## src/rtl/mem_copy_dma.sv

```systemverilog
// Word-copy bus master: reads len_words words from src and writes each to dst over the PicoRV32 valid/ready port.
// One idle bus cycle follows every handshake; a stalled request aborts with err after TIMEOUT cycles.
module mem_copy_dma #(
    parameter int LEN_W   = 16,
    parameter int TIMEOUT = 255
) (
    input  logic             clk,
    input  logic             reset,
    input  logic             start,
    input  logic [31:0]      src_addr,
    input  logic [31:0]      dst_addr,
    input  logic [LEN_W-1:0] len_words,
    output logic             busy,
    output logic             done,
    output logic             err,
    output logic [LEN_W-1:0] words_done,
    output logic             mem_valid,
    output logic             mem_instr,
    output logic [31:0]      mem_addr,
    output logic [31:0]      mem_wdata,
    output logic [3:0]       mem_wstrb,
    input  logic             mem_ready,
    input  logic [31:0]      mem_rdata
);

    localparam logic [2:0] S_IDLE  = 3'd0;
    localparam logic [2:0] S_RD    = 3'd1;
    localparam logic [2:0] S_GAP_R = 3'd2;
    localparam logic [2:0] S_WR    = 3'd3;
    localparam logic [2:0] S_GAP_W = 3'd4;
    localparam logic [2:0] S_FIN   = 3'd5;

    localparam int              WAIT_W  = (TIMEOUT < 2) ? 1 : $clog2(TIMEOUT + 1);
    localparam logic [WAIT_W-1:0] WAIT_MAX = WAIT_W'(TIMEOUT);

    logic [2:0]        state;
    logic [31:0]       src_q;
    logic [31:0]       dst_q;
    logic [LEN_W-1:0]  len_q;
    logic [31:0]       data_q;
    logic [WAIT_W-1:0] wait_cnt;
    logic              timed_out;

    assign mem_instr = 1'b0;
    assign timed_out = (wait_cnt == WAIT_MAX);

    always_ff @(posedge clk or posedge reset) begin
        if (reset) begin
            state      <= S_IDLE;
            src_q      <= '0;
            dst_q      <= '0;
            len_q      <= '0;
            data_q     <= '0;
            wait_cnt   <= '0;
            busy       <= 1'b0;
            done       <= 1'b0;
            err        <= 1'b0;
            words_done <= '0;
            mem_valid  <= 1'b0;
            mem_addr   <= '0;
            mem_wdata  <= '0;
            mem_wstrb  <= '0;
        end else begin
            done <= 1'b0;
            case (state)
                S_IDLE: begin
                    // busy is still high during the done cycle, which keeps start ignored there
                    busy <= 1'b0;
                    if (start && !busy) begin
                        src_q      <= src_addr;
                        dst_q      <= dst_addr;
                        len_q      <= len_words;
                        err        <= 1'b0;
                        words_done <= '0;
                        busy       <= 1'b1;
                        if ((src_addr[1:0] != 2'b00) || (dst_addr[1:0] != 2'b00)) begin
                            err   <= 1'b1;
                            state <= S_FIN;
                        end else if (len_words == '0) begin
                            state <= S_FIN;
                        end else begin
                            state     <= S_RD;
                            mem_valid <= 1'b1;
                            mem_addr  <= src_addr;
                            mem_wstrb <= 4'b0000;
                            wait_cnt  <= '0;
                        end
                    end
                end
                S_RD: begin
                    if (mem_ready) begin
                        data_q    <= mem_rdata;
                        src_q     <= src_q + 32'd4;
                        mem_valid <= 1'b0;
                        state     <= S_GAP_R;
                    end else if (timed_out) begin
                        mem_valid <= 1'b0;
                        err       <= 1'b1;
                        state     <= S_FIN;
                    end else begin
                        wait_cnt <= wait_cnt + WAIT_W'(1);
                    end
                end
                S_GAP_R: begin
                    state     <= S_WR;
                    mem_valid <= 1'b1;
                    mem_addr  <= dst_q;
                    mem_wdata <= data_q;
                    mem_wstrb <= 4'b1111;
                    wait_cnt  <= '0;
                end
                S_WR: begin
                    if (mem_ready) begin
                        dst_q      <= dst_q + 32'd4;
                        words_done <= words_done + LEN_W'(1);
                        mem_valid  <= 1'b0;
                        mem_wstrb  <= 4'b0000;
                        state      <= S_GAP_W;
                    end else if (timed_out) begin
                        mem_valid <= 1'b0;
                        mem_wstrb <= 4'b0000;
                        err       <= 1'b1;
                        state     <= S_FIN;
                    end else begin
                        wait_cnt <= wait_cnt + WAIT_W'(1);
                    end
                end
                S_GAP_W: begin
                    if (words_done == len_q) begin
                        state <= S_FIN;
                    end else begin
                        state     <= S_RD;
                        mem_valid <= 1'b1;
                        mem_addr  <= src_q;
                        mem_wstrb <= 4'b0000;
                        wait_cnt  <= '0;
                    end
                end
                S_FIN: begin
                    done  <= 1'b1;
                    state <= S_IDLE;
                end
                default: state <= S_IDLE;
            endcase
        end
    end

endmodule
```

## config.mk

```make
export PLATFORM = sky130hd
export DESIGN_NAME = mem_copy_dma
export DESIGN_NICKNAME = d
export VERILOG_FILES = /design/src/rtl/mem_copy_dma.sv
export SDC_FILE = /design/constraint.sdc
export NUM_CORES = 1
export LEC_CHECK = 0
export BUFFER_PORTS_ARGS = -buffer_cell sky130_fd_sc_hd__buf_2
export CAP_MARGIN = 25
export CORE_MARGIN = 1
export CORE_UTILIZATION = 51
export CTS_CLUSTER_DIAMETER = 100
export DETAILED_ROUTE_END_ITERATION = 7
export GPL_TIMING_DRIVEN = 0
export PLACE_DENSITY = 0.74
export SLEW_MARGIN = 30
export SYNTH_ARGS = -nofsm -noshare
export SYNTH_HDL_FRONTEND = slang
export SYNTH_SLANG_ARGS = --single-unit
export TNS_END_PERCENT = 10
```

## constraint.sdc

```tcl
create_clock -name clk -period 6.5 [get_ports clk]
set_input_delay 1.3 -clock clk [delete_from_list [all_inputs] [get_ports clk]]
set_output_delay 1.3 -clock clk [all_outputs]
set_load 0.05 [all_outputs]
```

==> Word level (Yosys, flattened, before mapping) <==
Cells that the tools add are included.
{ "totals": {"inputBits": 116, "out_inout_bits": 89, "reg_bits": 211, "wordCells": 109} }
{ "classes": {"reduce_logical": 23, "mux": 50, "n_eq_ne": 18, "addsub": 4} }
{ "op_table": {"columns": ["operator", "n"], "rows": [
  ["32-bit 2-to-1 mux", 8],
  ["32-bit one-hot mux with 2 select lines", 2],
  ["32-bit one-hot mux with 3 select lines", 1],
  ["32-bit by 3-bit adder with 32-bit output, second input constant", 2],
  ["8-bit 2-to-1 mux", 6],
  ["16-bit 2-to-1 mux", 2],
  ["16-bit one-hot mux with 2 select lines", 1],
  ["8-bit one-hot mux with 4 select lines", 1],
  ["4-bit 2-to-1 mux", 6],
  ["3-bit 2-to-1 mux", 7],
  ["16-bit by 1-bit adder with 16-bit output, second input constant", 1],
  ["16-bit == test", 1],
  ["16-bit zero test", 1],
  ["2-bit != test, second input constant", 8],
  ["4-bit one-hot mux with 4 select lines", 1],
  ["3-bit one-hot mux with 5 select lines", 1],
  ["1-bit 2-to-1 mux", 12],
  ["6-bit AND reduction", 2],
  ["2-bit nonzero test", 5],
  ["8-bit by 1-bit adder with 8-bit output, second input constant", 1],
  ["8-bit == test, second input constant", 1],
  ["4-bit nonzero test", 2],
  ["7-bit AND reduction", 1],
  ["3-bit by 2-bit == test with 1-bit output, second input constant", 2],
  ["other kinds (17)", 20]
]} }

==> Logic depth before layout (Yosys ltp) <==
Gate-level depths: netlist (run 1).
{ "depth": {"depth_word": 5, "mapped_depth": 9, "depth_no_buf": 7} }

==> Worst setup path after synthesis (run 1) <==
No wires, ideal clock.
{ "synth_timing": {"path_type": "input port to flip-flop", "from": "input src_addr[1]", "to": "register mem_addr[10]", "t_required_ns": 6.375, "setup_time_ns": 0.125, "arrival_time_ns": 2.899, "n_path_buf": 2, "setup_slack_ns": 3.477, "cell_stages": 7, "path_cell_list": "nor4_1 -> a21oi_1 -> a41oi_2 -> and3b_1 -> buf_2 -> buf_4 -> mux2_2"} }
{ "synth_via": {"elab_chain_len": 4} }
{ "synth_lines": {"columns": ["element", "line", "source"], "rows": [
  ["start, declared", "10", "input logic [31:0] src_addr,"],
  ["2-bit nonzero test", "76", "if ((src_addr[1:0] != 2'b00) || (dst_addr[1:0] != 2'b00)) begin"],
  ["1-bit logical OR", "76", null],
  ["2-bit != test (no line)", null, null],
  ["5-bit AND reduction (no line)", null, null],
  ["end signal, assigned", "84", "mem_addr <= src_addr;"],
  ["end signal, assigned", "107", "mem_addr <= dst_q;"],
  ["end signal, assigned", "134", "mem_addr <= src_q;"],
  ["end, declared", "19", "output logic [31:0] mem_addr,"]
]} }
Every way passes these cells.
A chain may end at the register's enable or synchronous reset.

==> Final worst setup path (run 1) <==
Same ends and word-level chain as after synthesis.

==> metrics.md, run 1 <==
| Metric | Value |
|---|---|
| Metal-1 WL | `between 10000 and 15000 µm` |
| Clk root buf | `clkbuf_16` |
| Crit path largest cell delay | `0.48 ns` |
| Pwr dens | `about 580 mW/mm²` |
| Synthesis-to-layout area growth | `21.8%` |
| Max Cap Viol | `0` |
| Antenna Nets Post-Route | `0` |
| Core area | `0.0205 mm²` |
| Met2 wire len | `approximately 16000 µm` |
| Drc violations | `0` |
| Final Hold Viols | `0` |
| # fillers | `1738` |
| Synth area leaders | `dfrtp_1 (48%), mux2_2 (9.8%), a21oi_1 (5.9%)` |
| CP Data Arrival Time | `around 3.5 ns` |
| Commonest cells after routing, fill and taps aside | `buf_2 (213), dfrtp_1 (208), nand2_1 (137)` |
| Synth top area share | `between 40 and 50%` |
| Dpl hpwl | `between 20000 and 25000 µm` |
| CP Capture Point | `mem_addr[10]` |
| RSZ-0062 raised after global routing | `no` |
| Top_reg_cell synth | `dfrtp_1` |
| Setup crit end kind | `flop` |
| Rel. slew slack | `approximately 54%` |
| Initial Util | `between 50% and 60%` |
| Reg-to-reg critical path endpoint | `src_q[18]` |
| R2R setup slack | `~3.7 ns` |
| GRT Total Usage | `31.3%` |
| Highest routed layer | `met4` |
| Post-synth ARST share | `100%` |
| Crit path kind | `input port to flop` |
| Sink Count | `between 200 and 250` |
| Worst setup SP type | `input port` |
| Final worst slack | `3.38 ns` |
| Mapped Avg Cell Area | `9.57 µm²` |
| Clock skew | `~0.026 ns` |
| Port Buffers | `a little over 200` |
| CP Launch Point | `src_addr[1]` |
| Final WL | `approximately 34000 µm` |
| CP most frequent cell | `buf_2` |
| CP Cell Sequence | `buf_2, nor4_1, a21oi_1, a41oi_2, and3b_1, buf_2, buf_4, mux2_2` |
| Unique cell type count in the Yosys netlist | `56` |
| WL per Instance | `between 20 and 25 µm` |
| Clock period minus worst slack | `~3.1 ns` |
| Leak | `0.00578 µW` |
| Clk network pwr share | `between 10% and 20%` |
| Io pins | `just over 200` |
| Met3 routed WL | `between 3000 and 4000 µm` |
| YS warnings | `0` |
| Final net count | `between 1k and 1.5k` |
| Post-CTS Setup Inserts | `0` |
| Status | `completed` |
| Post-synthesis sequential area ratio | `48.2%` |
| Fmax achieved | `roughly 0.32 GHz` |
| CTS Buf Count | `24` |
| Internal | `roughly 4000 µW` |
| Register area | `between 0.005 and 0.006 mm²` |
| Via density per instance | `6.12` |
| Final slew viol count | `0` |
| Switching share of power | `between 40% and 50%` |
| P_sw | `between 3000 and 4000 µW` |
| Die height | `approximately 150 µm` |
| Cts hold-fix bufs | `0` |
| Hold/Removal Path Class | `flop to flop` |
| DIE WIDTH | `148 µm` |
| Vias | `around 10k` |
| Largest net degree at the start of global routing | `30` |
| Share of cells above drive strength 1 | `27.1%` |
| Worst EP required | `6.89 ns` |
| Number of global-route vias before repair | `10.0k` |
| First-pass GRT wire length | `around 54000 µm` |
| Post_cts resized | `0` |
| Reg power frac | `31.8%` |
| Antenna violations before repair | `3` |
| CTS tree | `yes` |
| Worst vdd ir | `~370 µV` |
| GPL Wtd Cong | `about 0.97` |
| Num rows | `52` |
| Slowest CP cell | `a41oi_2` |
| Area leader, netlist | `dfrtp_1` |
| Period utilisation layout | `about half` |
| Worst-skew pair later-pin latency | `~0.53 ns` |
| Reg clk slew, reported paths | `roughly 0.06 ns` |
| Worst R2R Path Depth | `7` |
| Post-synth EDFFs | `0` |
| Initial DRC count | `~1.1k` |
| Reg-to-reg startpoint | `state[0]` |
| Syn Nets | `about 1.2k` |
| Gr ovfl total | `0` |
| DRT Pass-1 Iters | `7` |
| Post-Syn Instances | `roughly 1.1k` |
| Footprint of the multi-input gates | `~0.0052 mm²` |
| Max FO, Critical Path | `10` |
| Die area | `around 0.022 mm²` |
| Most common cell after layout, fill and taps aside | `buf_2` |
| Maximum clock path buffer count | `3` |
| Combinational group share of total power | `between 50 and 60%` |
| Post-synthesis cell area | `~0.011 mm²` |
| Place WS | `2.88 ns` |
| Htree depth | `1` |
| Post-synthesis register bit count | `between 200 and 250` |
| Final setup TNS | `0 ns` |
| Final setup violation count | `0` |
| Worst-Margin Slew | `just under 0.7 ns` |
[final cells by class]
| class | instances | area share (%) |
|---|---|---|
| Antenna cell | 4 | 0.0760 |
| Buffer | 83 | 2.73 |
| Clock buffer | 33 | 5.12 |
| Clock inverter | 10 | 0.684 |
| Inverter | 14 | 0.428 |
| Multi-Input combinational cell | 824 | 39.5 |
| Sequential cell | 208 | 39.5 |
| Tap cell | 270 | 2.57 |
| Timing Repair Buffer | 211 | 9.33 |
[synth_stat cells (13+ instances only)]
cell,number
nand4_1,18
clkbuf_1,57
o21ai_0,58
o22ai_1,82
nand2_1,137
a21oi_1,127
a31oi_1,18
and3_1,19
mux2_2,94
nand3_1,40
xnor2_1,18
o22a_1,34
nor3_1,18
dfrtp_1,208
nor2_1,57
inv_1,13
[per-stage QoR]
step / hold slack, ns / utilization, % / cells / power, µW / instance area (µm²)
6_report: 0.483 / 64.2 / 1657 / 7660 / 13200
4_1_cts: 0.484 / 64.2 / 1653 / 7620 / 13100
3_5_place_dp: 0.461 / 60.4 / 1610 / 6280 / 12400
3_3_place_gp: 0.464 / 59.3 / 1601 / 6170 / 12200
2_1_floorplan: 0.446 / - / 1129 / 5190 / 10800
5_1_grt: 0.508 / 64.2 / 1654 / 8090 / 13200
[layer usage]
| layer | vias to the layer above | global-route usage [%] |
|---|---|---|
| met5 | - | 0 |
| met4 | 0 | 10.6 |
| met3 | 66 | 7.47 |
| met2 | 518 | 49.7 |
| met1 | 4908 | 42.0 |
| li1 | 4647 | - |
[state kept, by name (all words and copies together), names as in the netlist]
name        flops
words_done     16
wait_cnt        8
mem_wdata      32
src_q          32
data_q         32
busy            1
mem_wstrb       1
mem_addr       32
done            1
mem_valid       1
state           3
len_q          16
err             1
dst_q          32
[cells by family (layout without fill, tap and decap cells)]
kind of cell | Yosys count | after routing | synth area share [%]
mux | 98 | 98 | 10.2
compound gates | 363 | 363 | 20.8
flops | 208 | 208 | 48.2
fa+ha+maj | 4 | 4 | 0.463
buf+inv | 97 | 351 | 3.81
xor+xnor | 28 | 28 | 2.27
simple gates | 330 | 330 | 14.3
other cells | 1 | 5 | 0.0347
[worst min path at each step]
stage | start | end | slack (ns) | depth (start not counted)
after floorplan | src_q[0] | src_q[0] | 0.45 | 2
after CTS | mem_valid | mem_valid | 0.48 | 1
after detailed placement | mem_valid | mem_valid | 0.46 | 1
after global placement | mem_addr[5] | mem_addr[5] | 0.46 | 1
after global routing | src_q[0] | src_q[0] | 0.51 | 2
final | mem_valid | mem_valid | 0.48 | 1
[critical path, delay by kind of cell]
kind | cells | cell delay (ns)
compound gates | 2 | 0.62
buf+inv | 3 | 0.57
mux | 1 | 0.36
simple gates | 2 | 0.66
[power groups by stage]
stage	combinational (µW)	clock, µW	sequential (µW)
finish	3910	1320	2440
global route	4200	1380	2510
CTS	3870	1330	2420
detailed placement	3850	0	2430
global placement	3760	0	2410
floorplan	2130	0	3060
(Power assumes the default switching activity.)
==> run 2, diff against run 1 <==
clock period = 2.8 ns   (was 6.5 ns; I/O delays follow)
==> metrics.md, run 2 (synthesized netlist as in run 1, its figures left out) <==
| Metric | Value |
|---|---|
| Status | `completed` |
| GPL Wtd Cong | `between 0.9 and 1` |
| Max FO, Critical Path | `10` |
| Synthesis-to-layout area growth | `21.9%` |
| Fmax achieved | `approximately 0.36 GHz` |
| Layout Cells excl Fill | `between 1.5k and 2k` |
| GRT Total Usage | `31.3%` |
| Post-place instance area | `between 0.01 and 0.015 mm²` |
| Num rows | `52` |
| Final net count | `about 1.5k` |
| Reg-to-reg startpoint | `state[1]` |
| Max Cap Viol | `0` |
| Core area | `between 0.02 and 0.025 mm²` |
| Clock skew | `0.0258 ns` |
| R2R setup slack | `around 0.036 ns` |
| Pwr dens | `around 1300 mW/mm²` |
| RSZ-0062 raised after global routing | `yes` |
| Inst Count DP | `1610` |
| Sink Count | `between 200 and 250` |
| Gr ovfl total | `0` |
| Place WS | `-0.0752 ns` |
| Reg clk slew, reported paths | `about 0.060 ns` |
| Htree depth | `1` |
| Most common cell after layout, fill and taps aside | `buf_2` |
| WL per Instance | `between 20 and 25 µm` |
| Maximum clock path buffer count | `3` |
| Overall Power | `17800 µW` |
| Drc violations | `0` |
| Final Instance Area | `between 0.01 and 0.015 mm²` |
| DRT Pass-1 Iters | `6` |
| Final Hold Viols | `0` |
| Final setup violation count | `0` |
| Die height | `between 100 and 150 µm` |
| Crit path kind | `flop to flop` |
| Antenna violations before repair | `3` |
| Final WL | `~34000 µm` |
| Commonest cells after routing, fill and taps aside | `buf_2 (213), dfrtp_1 (208), nand2_1 (136)` |
| CP Data Arrival Time | `between 3 and 4 ns` |
| Clock period minus worst slack | `between 2 and 3 ns` |
| Via density per instance | `a little over 6` |
| Setup crit end kind | `flop` |
| Final slew viol count | `0` |
| Antenna Nets Post-Route | `0` |
| Die area | `~0.022 mm²` |
| Worst-Margin Slew | `0.683 ns` |
| Clk root buf | `clkbuf_16` |
| Dpl hpwl | `roughly 25000 µm` |
| # fillers | `between 1.5k and 2k` |
| Vias | `just over 10k` |
| Worst-skew pair later-pin latency | `0.53 ns` |
| Io pins | `205` |
| Initial DRC count | `~1.2k` |
| Port Buffers | `between 200 and 250` |
| Rel. slew slack | `54.1%` |
| Period utilisation layout | `between 90% and 100%` |
| Worst vdd ir | `868 µV` |
| DIE WIDTH | `between 100 and 150 µm` |
| CTS Buf Count | `24` |
| Worst EP required | `3.19 ns` |
| CTS tree | `yes` |
| Hold/Removal Path Class | `input port to asynchronous set/reset pin` |
| Number of global-route vias before repair | `10.0k` |
| Final worst slack | `around 0.036 ns` |
| First-pass GRT wire length | `around 54000 µm` |
| Share of cells above drive strength 1 | `27.5%` |
| Leak | `between 0.005 and 0.006 µW` |
| Largest net degree at the start of global routing | `30` |
| Initial Util | `between 50% and 60%` |
| Worst setup SP type | `flop` |
| CP Launch Point | `state[1]` |
run 2: changes by cell type in the layout (fill, tap and decap cells not counted), sizes merged:
cell	before	now
buf	237	236
clkbuf	90	91
run 2: through the flow:
step                      utilization (%)  setup TNS, ns  hold WS [ns]
after floorplan                         -         -95.73         0.446
after global placement               59.3        -377.64         0.464
after detailed placement             60.4          -1.96         0.461
after CTS                            64.2              0        0.0367
after global routing                 64.2         -0.668        0.0556
final                                64.3              0        0.0393
run 2: critical path: stages, from the launching register on:
cell	delay [ns]
dfrtp_1	0.37
buf_6	0.13
or4b_4	0.58
a21oi_1	0.42
clkbuf_1	0.51
clkbuf_1	0.48
a21oi_1	0.14
run 2: report_power, final:
part,total (µW),switching (µW),internal [µW],leakage (µW)
Combinational,9070,5930,3150,0.00293
Sequential,5650,1230,4420,0.00248
Clock,3060,1280,1780,0.000383
Total,17800,8440,9340,0.00579
run 2: metal layers:
| layer | GRT usage (%) | up-vias | part of all wire (%) | wire, µm |
|---|---|---|---|---|
| met5 | 0 | - | 0 | 0 |
| met4 | 10.6 | 0 | 3.1 | 1030 |
| met3 | 7.47 | 82 | 10 | 3510 |
| met2 | 49.7 | 555 | 46 | 15500 |
| met1 | 42.0 | 4929 | 40 | 13600 |
| li1 | - | 4646 | - | - |
run 2: timing repair:
action | CTS | global route
resized for setup | 0 | 9
endpoints found under the setup margin | 0 | 69
hold buffers | 0 | 0
buffers inserted | 0 | 0
run 2: worst paths after layout:
check                                 to  depth (start not counted)
max                            dst_q[13]                          6
min                        words_done[5]                          2
max reg2reg                    dst_q[13]                          6
min reg2reg                    mem_valid                          1
max in group asynchronous  mem_wdata[24]                          5
min in group clk                len_q[8]                          3
run 2: layout make-up:
type                       instances  area, µm²  area share (%)
antenna                            4       10.0          0.0760
buffer                            83        364            2.76
clock buffer                      33        674            5.12
clock inverter                    10       90.1           0.684
inverter                          14       56.3           0.427
multi-input combinational        824       5210            39.5
sequential                       208       5200            39.5
tap                              270        338            2.56
timing repair buffer             211       1230            9.33
==> run 3, diff against run 2 <==
--- a/config.mk
+++ b/config.mk
@@ -15,2 +15,3 @@
 export PLACE_DENSITY = 0.74
+export SKIP_LAST_GASP = 1
 export SLEW_MARGIN = 30
--- a/constraint.sdc
+++ b/constraint.sdc
@@ -3,2 +3,2 @@
 set_output_delay 0.56 -clock clk [all_outputs]
-set_load 0.05 [all_outputs]
+set_load 0.005 [all_outputs]
==> metrics.md, run 3 (synthesized netlist as in run 1, its figures left out) <==
| Metric | Value |
|---|---|
| Status | `complete, but fails checks` |
| Failing checks | `setup timing` |
| Final Util | `64.2%` |
| Clk root buf | `clkbuf_16` |
| Crit path largest cell delay | `0.58 ns` |
| Pwr dens | `approximately 1200 mW/mm²` |
| Share of cells above drive strength 1 | `a little over a quarter` |
| Final WL | `33700 µm` |
| R2R setup slack | `-0.006 ns` |
| Inst Count DP | `~1.6k` |
| Place WS | `-0.0752 ns` |
| Worst-Margin Slew | `0.695 ns` |
| Number of global-route vias before repair | `10.0k` |
| Worst setup SP type | `flop` |
| Worst vdd ir | `about 740 µV` |
| RSZ-0062 raised after global routing | `yes` |
| Commonest cells after routing, fill and taps aside | `buf_2 (213), dfrtp_1 (208), nand2_1 (136)` |
| Sink Count | `208` |
| Die area | `~0.022 mm²` |
| Post-CTS Setup Inserts | `0` |
| Largest net degree at the start of global routing | `30` |
| Final worst slack | `-0.00645 ns` |
| Leak | `between 0.005 and 0.006 µW` |
| GRT Total Usage | `31.3%` |
| Overall Power | `15900 µW` |
| Crit path kind | `flop to flop` |
| GPL Wtd Cong | `slightly below 1` |
| Port Buffers | `202` |
| Dpl hpwl | `between 20000 and 25000 µm` |
| Final slew viol count | `0` |
| Synthesis-to-layout area growth | `21.8%` |
| Final net count | `roughly 1.5k` |
| Worst-skew pair later-pin latency | `roughly 0.53 ns` |
| Most common cell after layout, fill and taps aside | `buf_2` |
| Num rows | `between 50 and 60` |
| Reg clk slew, reported paths | `~0.060 ns` |
| WL per Instance | `20.4 µm` |
| Final setup TNS | `-0.00838 ns` |
| CP Data Arrival Time | `roughly 3.2 ns` |
| Setup crit end kind | `flop` |
| Io pins | `205` |
| Layout Cells excl Fill | `between 1.5k and 2k` |
| Via density per instance | `between 6 and 7` |
| Fmax achieved | `between 0.3 and 0.4 GHz` |
| Gr ovfl total | `0` |
| Antenna violations before repair | `3` |
| Register area | `0.00520 mm²` |
| Htree depth | `1` |
| CP Cell Sequence | `buf_6, or4b_4, a21oi_1, clkbuf_1, clkbuf_1, a21oi_1` |
| CTS Buf Count | `24` |
| CTS tree | `yes` |
| Clock skew | `between 0.015 and 0.02 ns` |
| First-pass GRT wire length | `approximately 54000 µm` |
| Vias | `~10k` |
| DRT Pass-1 Iters | `6` |
| Antenna Nets Post-Route | `0` |
| Period utilisation layout | `100%` |
| # fillers | `roughly 1.7k` |
| Slowest CP cell | `or4b_4` |
| Footprint of the multi-input gates | `about 0.0052 mm²` |
| Maximum clock path buffer count | `3` |
| Initial Util | `roughly 53%` |
| Clock period minus worst slack | `2.81 ns` |
| Final Hold Viols | `0` |
| Initial DRC count | `between 1k and 1.5k` |
| Drc violations | `0` |
| DIE WIDTH | `~150 µm` |
| Rel. slew slack | `between 50% and 60%` |
| Worst EP required | `3.18 ns` |
| Die height | `roughly 150 µm` |
| Max FO, Critical Path | `10` |
| Hold/Removal Path Class | `input port to asynchronous set/reset pin` |
| Final setup violation count | `2` |
| Core area | `0.0205 mm²` |
| Max Cap Viol | `0` |
## run 3: changes by cell type in the layout (fill, tap and decap cells not counted)
cell / delta
clkbuf_2: -2
buf_1: +1
clkbuf_1: +1
diode_2: -1
nor2_1: +1
nor2_2: -1
## run 3: worst max-delay path, delay by kind of cell (launching register included)
| kind | cells | cell delay [ns] |
|---|---|---|
| compound gates | 2 | 0.56 |
| buf+inv | 3 | 1.15 |
| flops | 1 | 0.37 |
| simple gates | 1 | 0.58 |
## run 3: where the power goes
part / internal (µW) / switching (µW) / total [µW] / leakage, µW
clock network: 1780 / 1270 / 3050 / 0.000383
registers: 4420 / 1230 / 5650 / 0.00248
logic: 3130 / 4050 / 7170 / 0.00293
total: 9320 / 6550 / 15900 / 0.00579
## run 3: final timing paths
path | start | endpoint | depth (start not counted)
worst max-delay path | state[1] | dst_q[19] | 6
min in group clk | len_words[8] | len_q[8] | 3
worst min register to register | mem_valid | mem_valid | 1
worst min-delay path | reset | words_done[5] | 2
worst max register to register | state[1] | dst_q[19] | 6
max in group asynchronous | reset | mem_wdata[24] | 5
## run 3: metrics by stage
stage	area, µm²	hold slack, ns
detailed placement	12400	0.461
global placement	12200	0.464
CTS	13100	0.0367
finish	13200	0.0379
floorplan	10800	0.446
global route	13200	0.0556
## run 3: repair_timing
item | 4_1_cts | 5_1_grt
resized for setup | 0 | 5
setup endpoints to repair | 0 | 69
hold buffers | 0 | 0
## run 3: layout make-up
type / instances / share of cell area (%)
Multi-Input combinational cell: 824 / 39.5
Antenna cell: 3 / 0.0570
Buffer: 83 / 2.75
Inverter: 14 / 0.428
Tap cell: 270 / 2.57
Sequential cell: 208 / 39.5
Clock inverter: 10 / 0.684
Timing Repair Buffer: 211 / 9.33
Clock buffer: 33 / 5.12
## run 3: metal layers
layer | global-route usage, % | vias to the layer above | part of all wire [%]
li1 | - | 4649 | -
met1 | 42.0 | 4910 | 41
met2 | 49.7 | 532 | 46
met3 | 7.47 | 76 | 10
met4 | 10.6 | 0 | 3.0
met5 | 0 | - | 0
